**config.mk**
```make
export PLATFORM = sky130hd
export DESIGN_NAME = shift_rate_ctrl
export DESIGN_NICKNAME = d
export VERILOG_FILES = /design/src/rtl/shift_rate_ctrl.sv
export SDC_FILE = /design/constraint.sdc
export NUM_CORES = 1
export LEC_CHECK = 0
export ABC_CLOCK_PERIOD_IN_PS = 7900
export CELL_PAD_IN_SITES_DETAIL_PLACEMENT = 1
export CELL_PAD_IN_SITES_GLOBAL_PLACEMENT = 2
export CORE_UTILIZATION = 41
export CTS_BUF_LIST = sky130_fd_sc_hd__clkbuf_4 sky130_fd_sc_hd__clkbuf_8
export DETAILED_ROUTE_END_ITERATION = 7
export HOLD_SLACK_MARGIN = 0.1
export PLACE_DENSITY = 0.84
export SYNTH_ARGS = -nofsm -noshare
export SYNTH_HDL_FRONTEND = slang
export SYNTH_SLANG_ARGS = --single-unit
```
**constraint.sdc**
```tcl
create_clock -name CLOCK_50 -period 7.9 [get_ports CLOCK_50]
set_input_delay 1.58 -clock CLOCK_50 [delete_from_list [all_inputs] [get_ports CLOCK_50]]
set_output_delay 1.58 -clock CLOCK_50 [all_outputs]
set_load 0.02 [all_outputs]
```
**src/rtl/shift_rate_ctrl.sv**
```systemverilog
`default_nettype none
// +----------------------------------------------------------------------------+
// | Module      : shift_rate_ctrl                                              |
// | Description : Sequencer for the LEDR/HEX shift datapath. Debounces the     |
// |               speed keys, holds a saturating speed level, emits a 1-cycle  |
// |               shift strobe at the selected rate and registers the shifter  |
// |               direction / fill selects. Drives the LEDG speed bar.         |
// | Options     : HOLD_REPEAT_EN - auto-repeat press pulses while a key is held|
// | Revision    : 1.0 - initial release                                        |
// +----------------------------------------------------------------------------+
module shift_rate_ctrl #(
  parameter int BASE_DIV   = 50_000_000,
  parameter int DB_CYC     = 500_000,
  parameter int MIN_SPEED  = 1,
  parameter int MAX_SPEED  = 8,
  parameter int REPEAT_CYC = 25_000_000
) (
  input  logic       CLOCK_50,
  input  logic       KEY0,
  input  logic       key_up_n,
  input  logic       key_dn_n,
  input  logic [1:0] sw_dir,
  input  logic [1:0] sw_fill,
  output logic       shift_en,
  output logic [1:0] shift_dir,
  output logic [1:0] fill_sel,
  output logic [3:0] speed,
  output logic [7:0] ledg
);

  localparam int CNT_W = $clog2(BASE_DIV + 1);
  localparam int DB_W  = $clog2(DB_CYC + 1);
`ifdef HOLD_REPEAT_EN
  localparam int REP_W = $clog2(REPEAT_CYC + 1);
`else
  // Repeat interval is only meaningful when auto-repeat is built in.
  logic unused_repeat_cfg;
  assign unused_repeat_cfg = (REPEAT_CYC > 0);
`endif

  localparam logic [1:0] DIR_HOLD   = 2'b00;
  localparam logic [1:0] DIR_RIGHT  = 2'b01;
  localparam logic [1:0] DIR_LEFT   = 2'b10;
  localparam logic [1:0] FILL_WRAP  = 2'b00;
  localparam logic [1:0] FILL_ONES  = 2'b01;
  localparam logic [1:0] FILL_ZEROS = 2'b10;

  typedef enum logic [1:0] {
    REL        = 2'd0,
    PRESS_WAIT = 2'd1,
    HELD       = 2'd2,
    REL_WAIT   = 2'd3
  } db_state_t;

  // Reload value of the tick counter for a speed level: max(1, BASE_DIV >> (lvl-1)) - 1.
  function automatic logic [CNT_W-1:0] period_m1(input logic [3:0] lvl);
    int p;
    p = BASE_DIV >> (lvl - 4'd1);
    if (p < 1) p = 1;
    return CNT_W'(p - 1);
  endfunction

  // Thermometer bar: bit i lit iff i < lvl.
  function automatic logic [7:0] thermo(input logic [3:0] lvl);
    logic [7:0] bar;
    for (int i = 0; i < 8; i++) bar[i] = (lvl > 4'(i));
    return bar;
  endfunction

  logic [1:0] up_sync, dn_sync;
  logic [1:0] dir_s1, dir_s2, fill_s1, fill_s2;
  logic [1:0] key_in;
  logic [1:0] press;

  // Two-flop synchronisers for every raw input; keys idle high, switches idle low.
  always_ff @(posedge CLOCK_50) begin
    if (!KEY0) begin
      up_sync <= 2'b11;
      dn_sync <= 2'b11;
      dir_s1  <= 2'b00;
      dir_s2  <= 2'b00;
      fill_s1 <= 2'b00;
      fill_s2 <= 2'b00;
    end else begin
      up_sync <= {up_sync[0], key_up_n};
      dn_sync <= {dn_sync[0], key_dn_n};
      dir_s1  <= sw_dir;
      dir_s2  <= dir_s1;
      fill_s1 <= sw_fill;
      fill_s2 <= fill_s1;
    end
  end

  assign key_in = {dn_sync[1], up_sync[1]};

  // One debouncer per key: index 0 = up, index 1 = down.
  for (genvar k = 0; k < 2; k++) begin : g_key
    db_state_t       st, st_nxt;
    logic [DB_W-1:0] cnt, cnt_nxt;
    logic            pulse, pulse_nxt;
`ifdef HOLD_REPEAT_EN
    logic [REP_W-1:0] rep, rep_nxt;
`endif

    // Debounce state register; the press pulse is registered so it is glitch-free.
    always_ff @(posedge CLOCK_50) begin
      if (!KEY0) begin
        st    <= REL;
        cnt   <= '0;
        pulse <= 1'b0;
`ifdef HOLD_REPEAT_EN
        rep   <= '0;
`endif
      end else begin
        st    <= st_nxt;
        cnt   <= cnt_nxt;
        pulse <= pulse_nxt;
`ifdef HOLD_REPEAT_EN
        rep   <= rep_nxt;
`endif
      end
    end

    // Debounce next-state: DB_CYC stable cycles needed to accept either edge.
    always_comb begin
      st_nxt    = st;
      cnt_nxt   = cnt;
      pulse_nxt = 1'b0;
      case (st)
        REL: begin
          if (!key_in[k]) begin
            st_nxt  = PRESS_WAIT;
            cnt_nxt = '0;
          end
        end
        PRESS_WAIT: begin
          if (key_in[k]) begin
            st_nxt = REL;
          end else if (cnt == DB_W'(DB_CYC - 1)) begin
            st_nxt    = HELD;
            pulse_nxt = 1'b1;
          end else begin
            cnt_nxt = cnt + DB_W'(1);
          end
        end
        HELD: begin
          if (key_in[k]) begin
            st_nxt  = REL_WAIT;
            cnt_nxt = '0;
          end
        end
        REL_WAIT: begin
          if (!key_in[k]) begin
            st_nxt = HELD;
          end else if (cnt == DB_W'(DB_CYC - 1)) begin
            st_nxt = REL;
          end else begin
            cnt_nxt = cnt + DB_W'(1);
          end
        end
        default: st_nxt = REL;
      endcase
`ifdef HOLD_REPEAT_EN
      // Repeat counter only runs while staying in HELD; any exit clears it.
      rep_nxt = '0;
      if (st == HELD && st_nxt == HELD) begin
        if (rep == REP_W'(REPEAT_CYC - 1)) begin
          pulse_nxt = 1'b1;
        end else begin
          rep_nxt = rep + REP_W'(1);
        end
      end
`endif
    end

    assign press[k] = pulse;
  end

  logic [3:0] speed_nxt;

  // Speed step: a lone up or down pulse moves one level, saturating at the ends.
  always_comb begin
    speed_nxt = speed;
    if (press[0] && !press[1] && speed < 4'(MAX_SPEED)) begin
      speed_nxt = speed + 4'd1;
    end else if (press[1] && !press[0] && speed > 4'(MIN_SPEED)) begin
      speed_nxt = speed - 4'd1;
    end
  end

  // Speed level and its bar update together.
  always_ff @(posedge CLOCK_50) begin
    if (!KEY0) begin
      speed <= 4'(MIN_SPEED);
      ledg  <= thermo(4'(MIN_SPEED));
    end else begin
      speed <= speed_nxt;
      ledg  <= thermo(speed_nxt);
    end
  end

  logic [1:0] dir_req, fill_req;

  // Decode the synchronised switches into requested selects (right wins over left).
  always_comb begin
    dir_req = DIR_HOLD;
    if (dir_s2[0])      dir_req = DIR_RIGHT;
    else if (dir_s2[1]) dir_req = DIR_LEFT;
    fill_req = FILL_WRAP;
    if (fill_s2 == 2'b01)      fill_req = FILL_ONES;
    else if (fill_s2 == 2'b10) fill_req = FILL_ZEROS;
  end

  logic [CNT_W-1:0] tick_cnt, tick_cnt_nxt;
  logic             strobe_nxt;
  logic             sel_defer, defer_nxt, sel_change;
  logic [1:0]       dir_nxt, fill_nxt;

  // Rate counter, strobe and select hand-off. Selects never change on the edge
  // that raises the strobe. At period 1 the strobe would block them forever, so
  // a deferred change takes the next edge and that one strobe is skipped.
  always_comb begin
    tick_cnt_nxt = tick_cnt;
    strobe_nxt   = 1'b0;
    if (speed_nxt != speed || shift_dir == DIR_HOLD) begin
      tick_cnt_nxt = period_m1(speed_nxt);
    end else if (tick_cnt == '0) begin
      tick_cnt_nxt = period_m1(speed);
      strobe_nxt   = !sel_defer;
    end else begin
      tick_cnt_nxt = tick_cnt - CNT_W'(1);
    end
    sel_change = (dir_req != shift_dir) || (fill_req != fill_sel);
    dir_nxt    = strobe_nxt ? shift_dir : dir_req;
    fill_nxt   = strobe_nxt ? fill_sel  : fill_req;
    defer_nxt  = strobe_nxt && sel_change;
  end

  // Rate counter / strobe / select registers.
  always_ff @(posedge CLOCK_50) begin
    if (!KEY0) begin
      tick_cnt  <= CNT_W'(BASE_DIV - 1);
      shift_en  <= 1'b0;
      shift_dir <= DIR_HOLD;
      fill_sel  <= FILL_WRAP;
      sel_defer <= 1'b0;
    end else begin
      tick_cnt  <= tick_cnt_nxt;
      shift_en  <= strobe_nxt;
      shift_dir <= dir_nxt;
      fill_sel  <= fill_nxt;
      sel_defer <= defer_nxt;
    end
  end

endmodule
`default_nettype wire

```
# Yosys cells after proc, flatten, opt, wreduce, memory -nomap -nowiden
# Cells that the tools add are included.
# classes
n_bitwise	3
div_mod_pow	0
n_lt_le_gt_ge	12
n_mul	0
n_eq_ne	25
add_sub_neg	8
reduce_logical	20
n_mux	43
shift	2
# op_table
cell	n
$mux 19	10
$mux 26	7
$pmux 19 s4	2
$lt 32x2->1 const B	2
$shr 26x4->32 const A	2
$sub 26x2->26 const B	2
$add 19x1->19 const B	2
$eq 19x19->1 const B	2
$mux 2	16
$logic_not 26->1	1
$sub 26x1->26 const B	1
$gt 4x3->1 const B	4
$ne 2x2->1 const B	8
$pmux 2 s4	2
$reduce_and 4->1	4
$gt 4x1->1 const B	3
$ne 3x3->1 const B	4
$eq 2x2->1 const B	5
$gt 4x2->1 const B	2
$mux 4	2
$sub 4x1->4 const B	2
$eq 2x1->1 const B	3
$logic_not 2->1	3
$reduce_or 3->1	2
other kinds (9)	22
# word_totals
memories	0
elab_cells	132
ram_bits	0
out_inout_bits	17
mem_bits_ro	0
reg_bits	100
latchBits	0

# Logic depth before layout (Yosys ltp)
# depth
depth_word	12
mapped_depth	22

# Worst setup path after synthesis
# Ideal clock, no wire load.
# synth_path
path_type	flip-flop to flip-flop
start	register speed[1]
end	register tick_cnt[10]
arrival_ns	4.347
setup_ns	0.079
path_slack_ns	3.473
stages_incl_launch_ff	23
required_ns	7.821
path_cell_list	dfxtp_1 -> buf_4 -> inv_1 -> ha_1 -> buf_4 -> nor2_2 -> o31ai_4 -> o211ai_1 -> and3_1 -> clkbuf_1 -> inv_1 -> ha_1 -> clkbuf_1 -> clkbuf_1 -> nor2_1 -> a21oi_1 -> o21ai_0 -> a21oi_1 -> ha_1 -> inv_1 -> or4_1 -> or4_1 -> o211ai_1
# synth_via
elab_chain_len	11
word_cells_on_any_way	24
classes_between	add/sub (5); order compare (4); eq/ne (1); shift (2); mux (9); reduce/logical (3)
# synth_lines
item	line	text
start, declared	27	output logic [3:0] speed,
start signal, assigned	194	speed <= 4'(MIN_SPEED);
start signal, assigned	197	speed <= speed_nxt;
$gt 4x1->1	186	end else if (press[1] && !press[0] && speed > 4'(MIN_SPEED)) begin
$logic_and 1x1->1	186	
$mux 4	186	
$mux 4 (*)	184	if (press[0] && !press[1] && speed < 4'(MAX_SPEED)) begin
via speed_nxt[1]	179	logic [3:0] speed_nxt;
$sub 4x1->4	58	p = BASE_DIV >> (lvl - 4'd1);
$shr 26x4->32	58	
$lt 32x2->1	59	if (p < 1) p = 1;
$mux 26	59	
$mux 26	225	if (speed_nxt != speed || shift_dir == DIR_HOLD) begin
$sub 26x2->26	60	return CNT_W'(p - 1);
$mux 26 (*)	225	
end signal, assigned	242	tick_cnt <= CNT_W'(BASE_DIV - 1);
end signal, assigned	248	tick_cnt <= tick_cnt_nxt;
end, declared	214	logic [CNT_W-1:0] tick_cnt, tick_cnt_nxt;
# Mark *: on every way through the listed nets, which the timed path passes. The rest lies on a longest branch. The select of a mux whose other input is x is not followed.
# A chain may end at the register's enable or synchronous reset.

# Worst setup path in the final report
# layout_path
start	register speed[0]
end	register tick_cnt[7]
# Same word-level chain as after synthesis.

==> flow_summary.json <==
{
  "avgSynthCellArea_um2": 7.78,
  "synth_area_um2": 6700,
  "area_growth_pct": 7.77,
  "fin_nets": 880,
  "maxCapViolCount": 0,
  "fill_cells": 2022,
  "cts_tree": "built",
  "clk_latency_ns": 0.38,
  "dr.pass1.iters": 5,
  "leakage_uw": 0.00265,
  "p_per_area_nw_per_um2": 121,
  "start_kind": "flip-flop",
  "grt_pass1_wl_um": 33900,
  "vias": 6373,
  "maxSlewViolCount": 0,
  "diodes": 0,
  "synth-seq-area-share_pct": 29.9,
  "die_h_um": 130,
  "ctsRootBufferMaster": "clkbuf_8",
  "final_area_um2": 7220,
  "routedWlPerCell_um": 19.4,
  "cp.arrival_ns": 6.35,
  "final_common_cell": "dfxtp_1",
  "peakVddDrop_uv": 77.9,
  "post-cts-setup-buffers": 0,
  "first_iter_violations": 301,
  "hp-class": "reg2reg",
  "cp-end-kind": "flip-flop",
  "io_pins": 25,
  "cts_resized": 0,
  "ys_warn_count": 0,
  "routabilityCongestion": 0.874,
  "hold_viol": 0,
  "crit_type": "reg2reg",
  "vias_per_cell": 5.94,
  "remaining_drc_errors": 0,
  "layout_common_cells": "100 x dfxtp_1, 87 x nor2_1, 74 x nand2_1, 53 x a21oi_1, 45 x o21ai_0",
  "grtUsageTotal_pct": 25.8,
  "syn_inst": 861,
  "relSlewSlack_pct": 17.3,
  "ys_ff_latch": 100,
  "numCtsBuffers": 9,
  "portBuffers": 24,
  "routed_wl_um": 20900,
  "setup_violations": 0,
  "rsz0062_at_grt": "no",
  "core.rowCount": 46,
  "hpwl_um": 15600,
  "fin_worst_skew_ns": 0.0158,
  "period_needed_ns": 6.08,
  "clock_sinks": 100,
  "ys.flop_type": "dfxtp_1",
  "cts_buffer_depth": 2,
  "synth.distinct_cells": 86,
  "status": "finished, final reports clean",
  "period_share_pct": 76.9,
  "ant_nets": 0,
  "drive_above_1_share_pct": 5.72,
  "final.setup.tns_ns": 0,
  "grt_start_max_net_pins": 72,
  "die_area_um2": 16900,
  "syn_nets": 888,
  "hold_buffers": 0,
  "grt.overflow.total": 0,
  "place_area_um2": 7040,
  "core_um2": 15900,
  "crit_required_ns": 8.18,
  "grt_pass1_vias": 6290,
  "clock.fmax_mhz": 165,
  "worstPathMaxFanout": 26,
  "tightest_slew_ns": 1.23,
  "async_flop_share_pct": 0,
  "ctsHtreeMaxLevel": 3,
  "die_w_um": 130,
  "clkSlewWorstSetupHoldPaths_ns": 0.11,
  "start_util_pct": 42.0,
  "antenna_found_initial": 0,
  "synth_edf_count": 0
}
per-layer routing:
metal / global-route usage (%) / up-vias / wire length (µm)
met2: 43.7 / 88 / 9960
met3: 3.16 / 20 / 505
met1: 34.7 / 3174 / 10100
li1: - / 3091 / -
met4: 6.98 / 0 / 316
met5: 0 / - / 0
power breakdown:
group	internal, µW	switching (µW)
Clock	120	201
Sequential	510	5.28
Combinational	15.6	23.5
state kept, by name, summed over array words and instances (netlist names), 2 cells and up, named ones only:
register and flops:
fill_s2 2, dir_s2 2, fill_s1 2, tick_cnt 26, ledg 8, g_key.st 2, g_key.cnt 38, fill_sel 2
dn_sync 2, speed 4, up_sync 2, dir_s1 2, g_key.pulse 2, shift_dir 2
synthesized netlist by cell type, drive strengths merged (6+ instances only):
cell    instances  area share [%]
dfxtp         100              30
nor2           89             5.1
nand2          74             4.1
a21oi          56             4.5
o21ai          49             3.7
clkbuf         40             2.2
nand3          36             2.7
nor3           32             2.5
xor2           31             4.1
inv            28             1.6
xnor2          27             3.5
o211ai         25             2.8
nor2b          23             2.1
and2           20             1.9
ha             19             3.5
mux2i          14             2.1
nor4           14             1.4
or3            13             1.2
or4            13             1.5
nand4          12             1.1
buf            11             1.1
and3           10            0.93
a21boi          9             1.0
o31ai           9             1.2
o311ai          8             1.2
a211oi          7            0.97
a22oi           6            0.67
nand2b          6            0.56
nor4b           6             1.0
worst max-delay path, stage by stage, from the launching register on:
cell      delay [ns]
dfxtp_1         0.92
inv_1           0.35
ha_1            0.51
nor2_2          0.29
o311a_1         0.24
a211oi_4        0.11
inv_1           0.28
ha_1            0.76
clkinv_1        0.51
xnor2_1         0.75
nor2_1          0.16
o31ai_1         0.45
nor3_1          0.11
nor4b_1         0.18
or3_1           0.35
worst paths after layout:
kind	cells after the start	startpoint	endpoint	slack, ns
min reg2reg	1	dn_sync[0]	dn_sync[1]	0.42
min	1	dn_sync[0]	dn_sync[1]	0.42
max reg2reg	14	speed[0]	tick_cnt[7]	1.82
max	14	speed[0]	tick_cnt[7]	1.82
kinds of logic after synthesis:
| family | after synthesis | share of synthesized area, % |
|---|---|---|
| and+or+nand+nor | 369 | 28.8 |
| AOI/OAI and AO/OA | 218 | 22.5 |
| DFF | 100 | 29.9 |
| buffers and inverters | 80 | 5.00 |
| xor gates and xnor gates | 58 | 7.58 |
| adders and majority gates | 20 | 3.70 |
| muxes | 16 | 2.59 |
final cells by class:
cell class	instances	area [µm²]	share of cell area [%]
inverter	29	109	1.51
multi-input combinational	681	4370	60.4
timing repair buffer	32	295	4.09
sequential	100	2000	27.7
clock inverter	6	57.6	0.797
clock buffer	9	124	1.71
tap	216	270	3.74
stage by stage:
step | utilization, % | cells | total power [µW] | hold WS [ns] | worst slack, ns
final | 45.3 | 1073 | 876 | 0.422 | 1.82
after global placement | 44.2 | 1058 | 564 | 0.415 | 2.19
after global routing | 45.3 | 1073 | 910 | 0.456 | 1.26
after CTS | 45.3 | 1073 | 883 | 0.429 | 1.89
after detailed placement | 44.2 | 1058 | 566 | 0.403 | 1.90
after floorplan | - | 861 | 551 | 0.386 | 3.47
Note: power is estimated with default switching activity, not from simulation.
